[config.mk]
export PLATFORM = sky130hd
export DESIGN_NAME = keccak_absorb_padder
export DESIGN_NICKNAME = d
export VERILOG_FILES = /design/src/rtl/keccak_absorb_padder.sv
export SDC_FILE = /design/constraint.sdc
export NUM_CORES = 1
export LEC_CHECK = 0
export CORE_AREA = 2 2 253 255
export CTS_BUF_LIST = sky130_fd_sc_hd__clkbuf_2
export DETAILED_ROUTE_END_ITERATION = 8
export DIE_AREA = 0 0 255 257
export GPL_TIMING_DRIVEN = 1
export MAX_ROUTING_LAYER = met4
export PLACE_DENSITY = 0.79
export SYNTH_ARGS = -nofsm -noshare
export SYNTH_HDL_FRONTEND = slang
export SYNTH_SLANG_ARGS = --single-unit
[constraint.sdc]
create_clock -name clk -period 3.36 [get_ports clk]
set_input_delay 0.672 -clock clk [delete_from_list [all_inputs] [get_ports clk]]
set_output_delay 0.672 -clock clk [all_outputs]
set_load 0.01 [all_outputs]
[src/rtl/keccak_absorb_padder.sv]
`default_nettype none
// ============================================================================
//  Module   : keccak_absorb_padder
//  Purpose  : Packs a byte-granular message, delivered as W-bit words, into
//             R-bit rate blocks for the Keccak permutation core. It applies
//             pad10*1 padding to the final block.
//  Ports    : clk, reset      - clock, synchronous active-high reset
//             din/din_valid/din_last/din_bytes/din_ready
//                             - message word input with valid/ready
//             blk_out/blk_ready/blk_ack
//                             - rate block toward the core (in_ready/ack)
//             done            - final padded block consumed; held until reset
//  Revision : 1.0 - initial release
// ============================================================================
module keccak_absorb_padder #(
  parameter  int F = 1600,
  parameter  int C = 1024,
  parameter  int W = 64,
  localparam int R = F - C
) (
  input  logic         clk,
  input  logic         reset,
  input  logic [W-1:0] din,
  input  logic         din_valid,
  input  logic         din_last,
  input  logic [2:0]   din_bytes,
  output logic         din_ready,
  output logic [R-1:0] blk_out,
  output logic         blk_ready,
  input  logic         blk_ack,
  output logic         done
);

  localparam int NW = R / W;
  localparam int CW = $clog2(NW + 1);
  localparam logic [CW-1:0] c_cnt_last = CW'(NW - 1);

  typedef enum logic [1:0] {
    S_FILL = 2'd0,
    S_PAD  = 2'd1,
    S_FULL = 2'd2,
    S_DONE = 2'd3
  } state_t;

  state_t        r_state;
  logic [R-1:0]  r_buf;
  logic [CW-1:0] r_cnt;
  logic          r_fin;
  logic [W-1:0]  w_last_word;
  logic [W-1:0]  w_word;
  logic          w_xfer;

  // Final word: keep bytes below din_bytes, put the 0x01 pad byte at
  // position din_bytes, zero the rest. Byte 0 sits in the MSBs.
  always_comb begin
    w_last_word = '0;
    for (int i = 0; i < W / 8; i++) begin
      if (i < int'(din_bytes)) begin
        w_last_word[W-1-8*i -: 8] = din[W-1-8*i -: 8];
      end else if (i == int'(din_bytes)) begin
        w_last_word[W-1-8*i -: 8] = 8'h01;
      end
    end
  end

  assign w_word = din_last ? w_last_word : din;
  // din_ready is only ever high in FILL, so it alone qualifies a transfer.
  assign w_xfer = din_valid & din_ready;

  // The trailing 0x80 of pad10*1 is merged on the output rather than into
  // the buffer, so it lands on the last byte of the block regardless of
  // how many zero words PAD shifted in.
  assign blk_out = {r_buf[R-1:8],
                    r_buf[7:0] | ((r_state == S_FULL && r_fin) ? 8'h80 : 8'h00)};

  always_ff @(posedge clk) begin
    if (reset) begin
      r_state   <= S_FILL;
      r_buf     <= '0;
      r_cnt     <= '0;
      r_fin     <= 1'b0;
      din_ready <= 1'b1;
      blk_ready <= 1'b0;
      done      <= 1'b0;
    end else begin
      case (r_state)
        S_FILL: begin
          if (w_xfer) begin
            r_buf <= {r_buf[R-W-1:0], w_word};
            r_cnt <= r_cnt + 1'b1;
            if (din_last) begin
              r_fin <= 1'b1;
            end
            // A final word in the last slot completes the block directly.
            if (r_cnt == c_cnt_last) begin
              r_state   <= S_FULL;
              din_ready <= 1'b0;
              blk_ready <= 1'b1;
            end else if (din_last) begin
              r_state   <= S_PAD;
              din_ready <= 1'b0;
            end
          end
        end

        S_PAD: begin
          r_buf <= {r_buf[R-W-1:0], {W{1'b0}}};
          r_cnt <= r_cnt + 1'b1;
          if (r_cnt == c_cnt_last) begin
            r_state   <= S_FULL;
            blk_ready <= 1'b1;
          end
        end

        S_FULL: begin
          if (blk_ack) begin
            r_buf     <= '0;
            r_cnt     <= '0;
            blk_ready <= 1'b0;
            if (r_fin) begin
              r_state <= S_DONE;
              done    <= 1'b1;
            end else begin
              r_state   <= S_FILL;
              din_ready <= 1'b1;
            end
          end
        end

        default: begin
          // S_DONE: terminal until reset.
        end
      endcase
    end
  end

endmodule
`default_nettype wire

==> results.txt, run 1 <==
----------------------------------------------------
[Run status]
  Status ... finished clean

[Critical path]
  Crit start category ... flip-flop
  Critical Path AT ... 2.46 ns
  Required @ worst endpoint ... 2.69 ns
  Depth of the worst register-to-register path ... 5
  CP Class ... reg -> out
  Count of cell instances traversed by the critical path ... 1
  Cell type group with the largest total delay on the critical path ... buffers and inverters
  Critical path buffers and inverters ... 1
  Worst Path Max Fanout ... 3
  Cells along the critical path ... clkdlybuf4s50_1
  Worst reg-to-reg setup slack ... 0.84 ns
  CP peak stage delay ... 0.63 ns
  CP max-delay cell ... sky130_fd_sc_hd__clkdlybuf4s50_1
  Crit. End Element ... output pin

[Floorplanning]
  Die Wd ... 255 um
  Y dimension of the die ... 257 um
  Die Area ... 65500 um^2
  Placeable core region ... 62700 um^2
  Number of placement rows ... 92
  Starting utilization of the core area ... 0.407
  Number of top-level pins ... 651

[Yosys]
  Dominant combinational cell family by area after synthesis ... buffers and inverters
  FF+latch count, synth ... 586
  Leading cell types by count after synthesis ... sky130_fd_sc_hd__dfxtp_1, sky130_fd_sc_hd__buf_4, sky130_fd_sc_hd__nand2_1, sky130_fd_sc_hd__a21oi_1, sky130_fd_sc_hd__nand3_1
  Primary FF master, synth ... sky130_fd_sc_hd__dfxtp_1
  Compound-gate portion of the synthesized area ... 0.124
  Area of the mapped netlist ... 25500 um^2
  Count of synthesis-stage warnings from yosys ... 0
  Share of cell area taken by muxes after synthesis ... 0.000392
  Number of enable-type register cells in the synthesized netlist ... 0
  Dominant cell by count in the synthesized netlist ... sky130_fd_sc_hd__dfxtp_1
  Share of the synthesized area in the top cell type ... 0.460
  Synth Instances ... 3207
  Sequential cell area fraction in the yosys report ... 0.460
  Synthesized-area fraction occupied by adder cells ... 0.00343
  Post-synth net total ... 3286
  Post-synth ARST share ... 0
  Simple logic cell fraction of the synthesized area ... 0.202
  Leading cell types by total area after synthesis ... sky130_fd_sc_hd__dfxtp_1, sky130_fd_sc_hd__buf_4, sky130_fd_sc_hd__a21oi_1
  Count of distinct cell types in the synthesized netlist ... 33
  Post-synthesis xor/xnor area fraction ... 0
  Mean instance size in the synthesized netlist ... 7.95 um^2
  Largest area contributor in the synthesized netlist ... sky130_fd_sc_hd__dfxtp_1

[Final layout]
  Combined area of the multi-input logic cells ... 8440 um^2
  Number of fill cells in the layout ... 5834
  Area taken by flip-flops and latches ... 11700 um^2
  Layout Nets ... 3380
  Post-synthesis to final-layout area growth ... 19.4%
  Proportion of layout cells with a drive suffix above 1 ... 0.0888

[Clocking]
  CTS max path bufs ... 3
  TritonCTS clock tree ... done
  Insertion delay to the later sink of the worst-skew pair ... 1.28 ns
  Clock Pin Slew Worst Setup and Hold Paths ... 0.10 ns
  TritonCTS Buffers ... 154
  Post-CTS repair timing setup buffer count ... 0
  Clock tree sinks ... 586
  Clock root buffer master ... sky130_fd_sc_hd__clkbuf_2
  H-tree lvl count ... 4

[Timing]
  Number of setup violations in the final report ... 0
  Share of the clock period used by the worst path after layout ... 0.933
  Fmax ... 0.319 GHz
  Post-route setup TNS ... 0 ns
  Crit path time final ... 3.13 ns
  Actual transition at the worst max-transition pin ... 0.983 ns
  Relative slew margins ... 0.342
  Final Hold Violating Endpoints ... 0
  Count of final max-slew check failures ... 0
  RSZ-0062 raised after global routing ... false
  Worst clock skew ... 0.0843 ns

[Detailed routing]
  Average detailed-routed wire length per instance ... 18.4 um
  Post-route ant nets ... 0
  Detailed-route wire length ... 78200 um
  Violation count after the first detailed-routing iteration ... 2346
  Number of detailed-route iterations in the first pass ... 7
  Number of vias per cell after detailed routing ... 5.14
  Via count ... 21.8k
  Post-route DRC ... 0

[Power]
  Combinational share of power ... 0.322
  Sequential power share ... 0.406
  Final Total Pwr ... 18800 uW
  Switching share of power ... 0.408
  Peak VDD IR ... 726 uV
  Static leakage ... 0.0100 uW
  P per Cell Area ... 618 nW/um^2
  Internal Dissipation ... 11100 uW
  P_sw ... 7670 uW
  Clock Power Share ... 0.272

[Worst hold path]
  Hold Crit Class ... in -> reg
  Cell depth of the worst min-delay path ... 4

[Placed design]
  Global placement routability congestion ... 0.884
  Count of input and output buffers ... 650
  Detailed Place HPWL ... 52000 um

[Global routing]
  Global-route total usage across every layer ... 0.235
  Initial antenna violation count ... 5
  Pin count of the biggest net entering global routing ... 205
  First-pass GRT wire length ... 117000 um
  Via count of the first global-routing pass ... 19.9k
  Total congestion overflow after global routing ... 0

[Flow run]
  Count of max-cap constraint violations ... 0

----------------------------------------------------
power by group through the flow:
| stage | logic [uW] | registers [uW] | clock network, uW |
|---|---|---|---|
| 6_report | 6060 | 7640 | 5120 |
| 5_1_grt | 6470 | 7680 | 5630 |
| 4_1_cts | 5950 | 7620 | 5260 |
| 3_5_place_dp | 5860 | 7780 | 0 |
| 3_3_place_gp | 5870 | 7770 | 0 |
| 2_1_floorplan | 4150 | 7650 | 0 |
cells in the final DEF, fill, tap and decap left out, drive strengths merged, types with 3 or more instances in the layout:
| cell type | synthesis | routed |
|---|---|---|
| dlygate4sd3 | 0 | 64 |
| clkinv | 0 | 26 |
| clkdlybuf4s50 | 0 | 648 |
| nor2 | 9 | 9 |
| nand3 | 564 | 564 |
| o21ai | 21 | 21 |
| nor2b | 5 | 5 |
| ha | 7 | 7 |
| o211ai | 5 | 5 |
| clkbuf | 186 | 224 |
| dfxtp | 586 | 586 |
| buf | 643 | 54 |
| inv | 7 | 9 |
| bufinv | 0 | 5 |
| nand2 | 574 | 574 |
| a21oi | 566 | 566 |
| or3 | 3 | 3 |
| diode | 0 | 3 |
| a32o | 8 | 8 |
flip-flops by register name, indices dropped and copies added, names as in the netlist:
signal     cells
blk_ready      1
r_cnt          4
r_state        2
r_fin          1
din_ready      1
r_buf        576
done           1
per-stage QoR:
stage / hold WS (ns) / util / area (um^2) / setup WS, ns / std cells
finish: 0.261 / 0.485 / 30500 / 0.226 / 4250
global route: 0.171 / 0.485 / 30500 / 0.0394 / 4250
CTS: 0.0684 / 0.485 / 30500 / 0.00492 / 4247
detailed placement: 0.442 / 0.453 / 28400 / 0.499 / 3927
global placement: 0.437 / 0.453 / 28400 / 0.490 / 3927
floorplan: 0.432 / - / 25500 / 1.42 / 3207
worst reg2reg max path, delay by kind of cell, from the launching register on:
family / cells / cell delay (ns)
fa+ha+maj: 1 / 0.49
flops: 1 / 0.44
simple gates: 2 / 1.23
compound gates: 1 / 0.19
buf+inv: 1 / 0.09
what timing repair did:
action | CTS | global route
hold buffers | 64 | 0
setup endpoints to repair | 1 | 2
gates resized for setup | 5 | 3
hold endpoints to repair | 172 | 0
per-layer routing:
layer | global-route usage | vias to the layer above | part of all wire
met3 | 0.0603 | 201 | 0.079
met2 | 0.338 | 1060 | 0.45
met5 | - | - | 0
li1 | - | 10412 | -
met4 | 0.120 | 0 | 0.047
met1 | 0.302 | 10158 | 0.43
final timing paths:
path | start | to
worst max-delay path | r_buf[172]$_SDFFE_PP0P_ | blk_out[172]
worst min-delay path | din_bytes[1] | r_buf[16]$_SDFFE_PP0P_
worst max register to register | r_state[1]$_SDFFE_PP0P_ | r_buf[29]$_SDFFE_PP0P_
worst min register to register | r_buf[402]$_SDFFE_PP0P_ | r_buf[466]$_SDFFE_PP0P_
layout make-up:
class | count | share of cell area
antenna | 3 | 0.000246
clock buffer | 223 | 0.0366
clock inverter | 33 | 0.00916
inverter | 7 | 0.000863
multi-input combinational | 1785 | 0.277
sequential | 586 | 0.385
tap | 846 | 0.0348
timing repair buffer | 767 | 0.256
logic make-up (layout without fill, tap and decap cells):
kind of cell,count (synthesis),count (layout)
AND/OR/NAND/NOR,1166,1166
adder cells (fa/ha/maj),7,7
AO/OA/AOI/OAI,611,611
other,0,3
buffers and inverters,836,1030
flip-flops,586,586
multiplexers,1,1
Note: power is estimated with default switching activity, not from simulation.
==> run 2, diff against run 1 <==
PLACE_DENSITY = 0.72   (was 0.79)
RECOVER_POWER = 100   (was unset)
==> run 2 against run 1 <==
Net effect:
- cell area decreased by 0.55%
- the flow now finishes with violations (capacitance limit, slew limit)
- sequential power decreased by 0.5%
- cell count increased by 0.45%
- critical endpoint is now r_buf[463]$_SDFFE_PP0P_
- fmax decreased by 0.25%
==> results.txt, run 2 (synthesis gave the netlist of run 1 again) <==
----------------------------------------------------
[Run status]
  Status ... finished with violations
  Failing checks ... capacitance limit, slew limit

[Power]
  Static leakage ... 0.0120 uW
  Final Total Pwr ... 18300 uW
  Peak VDD IR ... 382 uV
  P per Cell Area ... 605 nW/um^2

[Timing]
  Actual transition at the worst max-transition pin ... 1.57 ns
  Number of setup violations in the final report ... 0
  Crit path time final ... 3.14 ns
  Relative slew margins ... -0.0457
  Worst-case setup margin in the final layout ... 0.218 ns
  Count of final max-slew check failures ... 79
  Worst clock skew ... 0.109 ns
  Post-route setup TNS ... 0 ns
  Share of the clock period used by the worst path after layout ... 0.935
  Final Hold Violating Endpoints ... 0
  Fmax ... 0.318 GHz

[Floorplanning]
  Number of top-level pins ... 651
  Number of placement rows ... 92
  Placeable core region ... 62700 um^2
  Die Area ... 65500 um^2
  Die Wd ... 255 um
  Starting utilization of the core area ... 0.407
  Y dimension of the die ... 257 um

[Global routing]
  Initial antenna violation count ... 2
  Total congestion overflow after global routing ... 0
  Global-route total usage across every layer ... 0.237
  First-pass GRT wire length ... 117000 um
  Via count of the first global-routing pass ... 19.6k
  Pin count of the biggest net entering global routing ... 192

[Final layout]
  Commonest non-fill, non-tap cell in the layout ... sky130_fd_sc_hd__dlygate4sd3_1
  Post-synthesis to final-layout area growth ... 18.7%
  Register containing the most flip-flops in the final layout ... r_buf
  Max reg flops ... 576
  Layout Nets ... 3381
  Proportion of layout cells with a drive suffix above 1 ... 0.0909
  Final std cells w/o fill ... 4269
  Largest registers ... r_buf (576), r_cnt (4), r_state (2)
  Most used cells in the layout excluding fill and tap cells ... sky130_fd_sc_hd__dlygate4sd3_1, sky130_fd_sc_hd__dfxtp_1, sky130_fd_sc_hd__nand2_1, sky130_fd_sc_hd__a21oi_1, sky130_fd_sc_hd__nand3_1

[Critical path]
  Critical Path AT ... 4.26 ns
  Most prevalent standard cell on the critical path ... sky130_fd_sc_hd__clkbuf_2
  Crit. End Element ... flip-flop
  Cell type group with the largest total delay on the critical path ... buffers and inverters
  Crit start category ... flip-flop
  Cells along the critical path ... inv_1, ha_1, a221oi_1, clkbuf_2, clkbuf_2, nand3_1, a21oi_1
  Worst Path Max Fanout ... 42
  Critical path buffers and inverters ... 3
  CP peak stage delay ... 1.00 ns
  CP max-delay cell ... sky130_fd_sc_hd__clkbuf_2
  CP Class ... reg -> reg
  Required @ worst endpoint ... 4.48 ns

[Clocking]
  TritonCTS clock tree ... done
  Clock tree sinks ... 586
  Clock Pin Slew Worst Setup and Hold Paths ... 0.10 ns
  Post-CTS repair timing setup buffer count ... 0
  Clock root buffer master ... sky130_fd_sc_hd__clkbuf_2
  CTS max path bufs ... 3
  Insertion delay to the later sink of the worst-skew pair ... 1.25 ns
  TritonCTS Buffers ... 159
  H-tree lvl count ... 4

[Detailed routing]
  Post-route DRC ... 0
  Post-route ant nets ... 0
  Number of detailed-route iterations in the first pass ... 6
  Number of vias per cell after detailed routing ... 5.03
  Detailed-route wire length ... 78700 um
  Via count ... 21.5k
  Violation count after the first detailed-routing iteration ... 1965
  Average detailed-routed wire length per instance ... 18.4 um

[Placed design]
  Placed Cells incl. Taps ... 3922
  Detailed Place HPWL ... 52600 um
  Count of input and output buffers ... 650
  Global placement routability congestion ... 0.881
  Minimum setup slack after placement ... 0.429 ns

[Flow run]
  Count of max-cap constraint violations ... 1

[Worst hold path]
  Hold Crit Class ... in -> reg

----------------------------------------------------
[run 2: cell count changes in the layout (fill, tap and decap cells not counted), sizes merged]
cell,change
dlygate4sd3,+575
clkdlybuf4s50,-574
clkbuf,+32
buf,-17
bufinv,-4
inv,+4
clkinvlp,+3
clkinv,-1
dlygate4sd2,+1
[run 2: metal layers]
layer  wire length [um]  vias up  global-route usage
li1                   -    10488                   -
met2              35000      929               0.334
met3               5770      173              0.0661
met1              34300     9887               0.306
met4               3600        0               0.125
met5                  0        -                   -
[run 2: where the power goes]
group	switching [uW]	internal (uW)	total, uW	leakage (uW)
Sequential	313	7290	7600	0.00473
Combinational	4360	1360	5720	0.00616
Clock	3000	2000	5000	0.00110
Total	7680	10700	18300	0.0120
[run 2: layout make-up]
cell class | count | area [um^2]
diodes | 3 | 7.51
clock inverters | 35 | 191
fillers | 6029 | 32400
well taps | 846 | 1060
clock buffers | 244 | 1220
repair buffers | 763 | 7630
flip-flops and latches | 586 | 11700
multi-input cells | 1785 | 8410
inverters | 7 | 26.3
[run 2: per-stage QoR]
stage / utilization / hold WS [ns] / cell area (um^2)
after global placement: 0.451 / 0.437 / 28300
after global routing: 0.483 / 0.116 / 30300
final: 0.483 / 0.325 / 30300
after detailed placement: 0.451 / 0.443 / 28300
after floorplan: - / 0.432 / 25500
after CTS: 0.484 / 0.00478 / 30400
[run 2: final timing paths]
kind                      startpoint                       to  slack, ns  depth (start not counted)
max          r_state[1]$_SDFFE_PP0P_  r_buf[463]$_SDFFE_PP0P_       0.22                          7
min                     din_bytes[1]   r_buf[16]$_SDFFE_PP0P_       0.32                          4
max reg2reg  r_state[1]$_SDFFE_PP0P_  r_buf[463]$_SDFFE_PP0P_       0.22                          7
min reg2reg   r_buf[45]$_SDFFE_PP0P_  r_buf[109]$_SDFFE_PP0P_       0.41                          2
[run 2: worst min-delay path, delay by kind of cell]
kind / cells / cell delay [ns]
AO/OA/AOI/OAI: 2 / 0.19
buffers and inverters: 1 / 0.51
AND/OR/NAND/NOR: 1 / 0.15
[run 2: what timing repair did]
item	CTS	global route
hold endpoints to repair	172	0
gates resized for setup	5	1
hold buffers	65	0
endpoints found under the setup margin	2	1
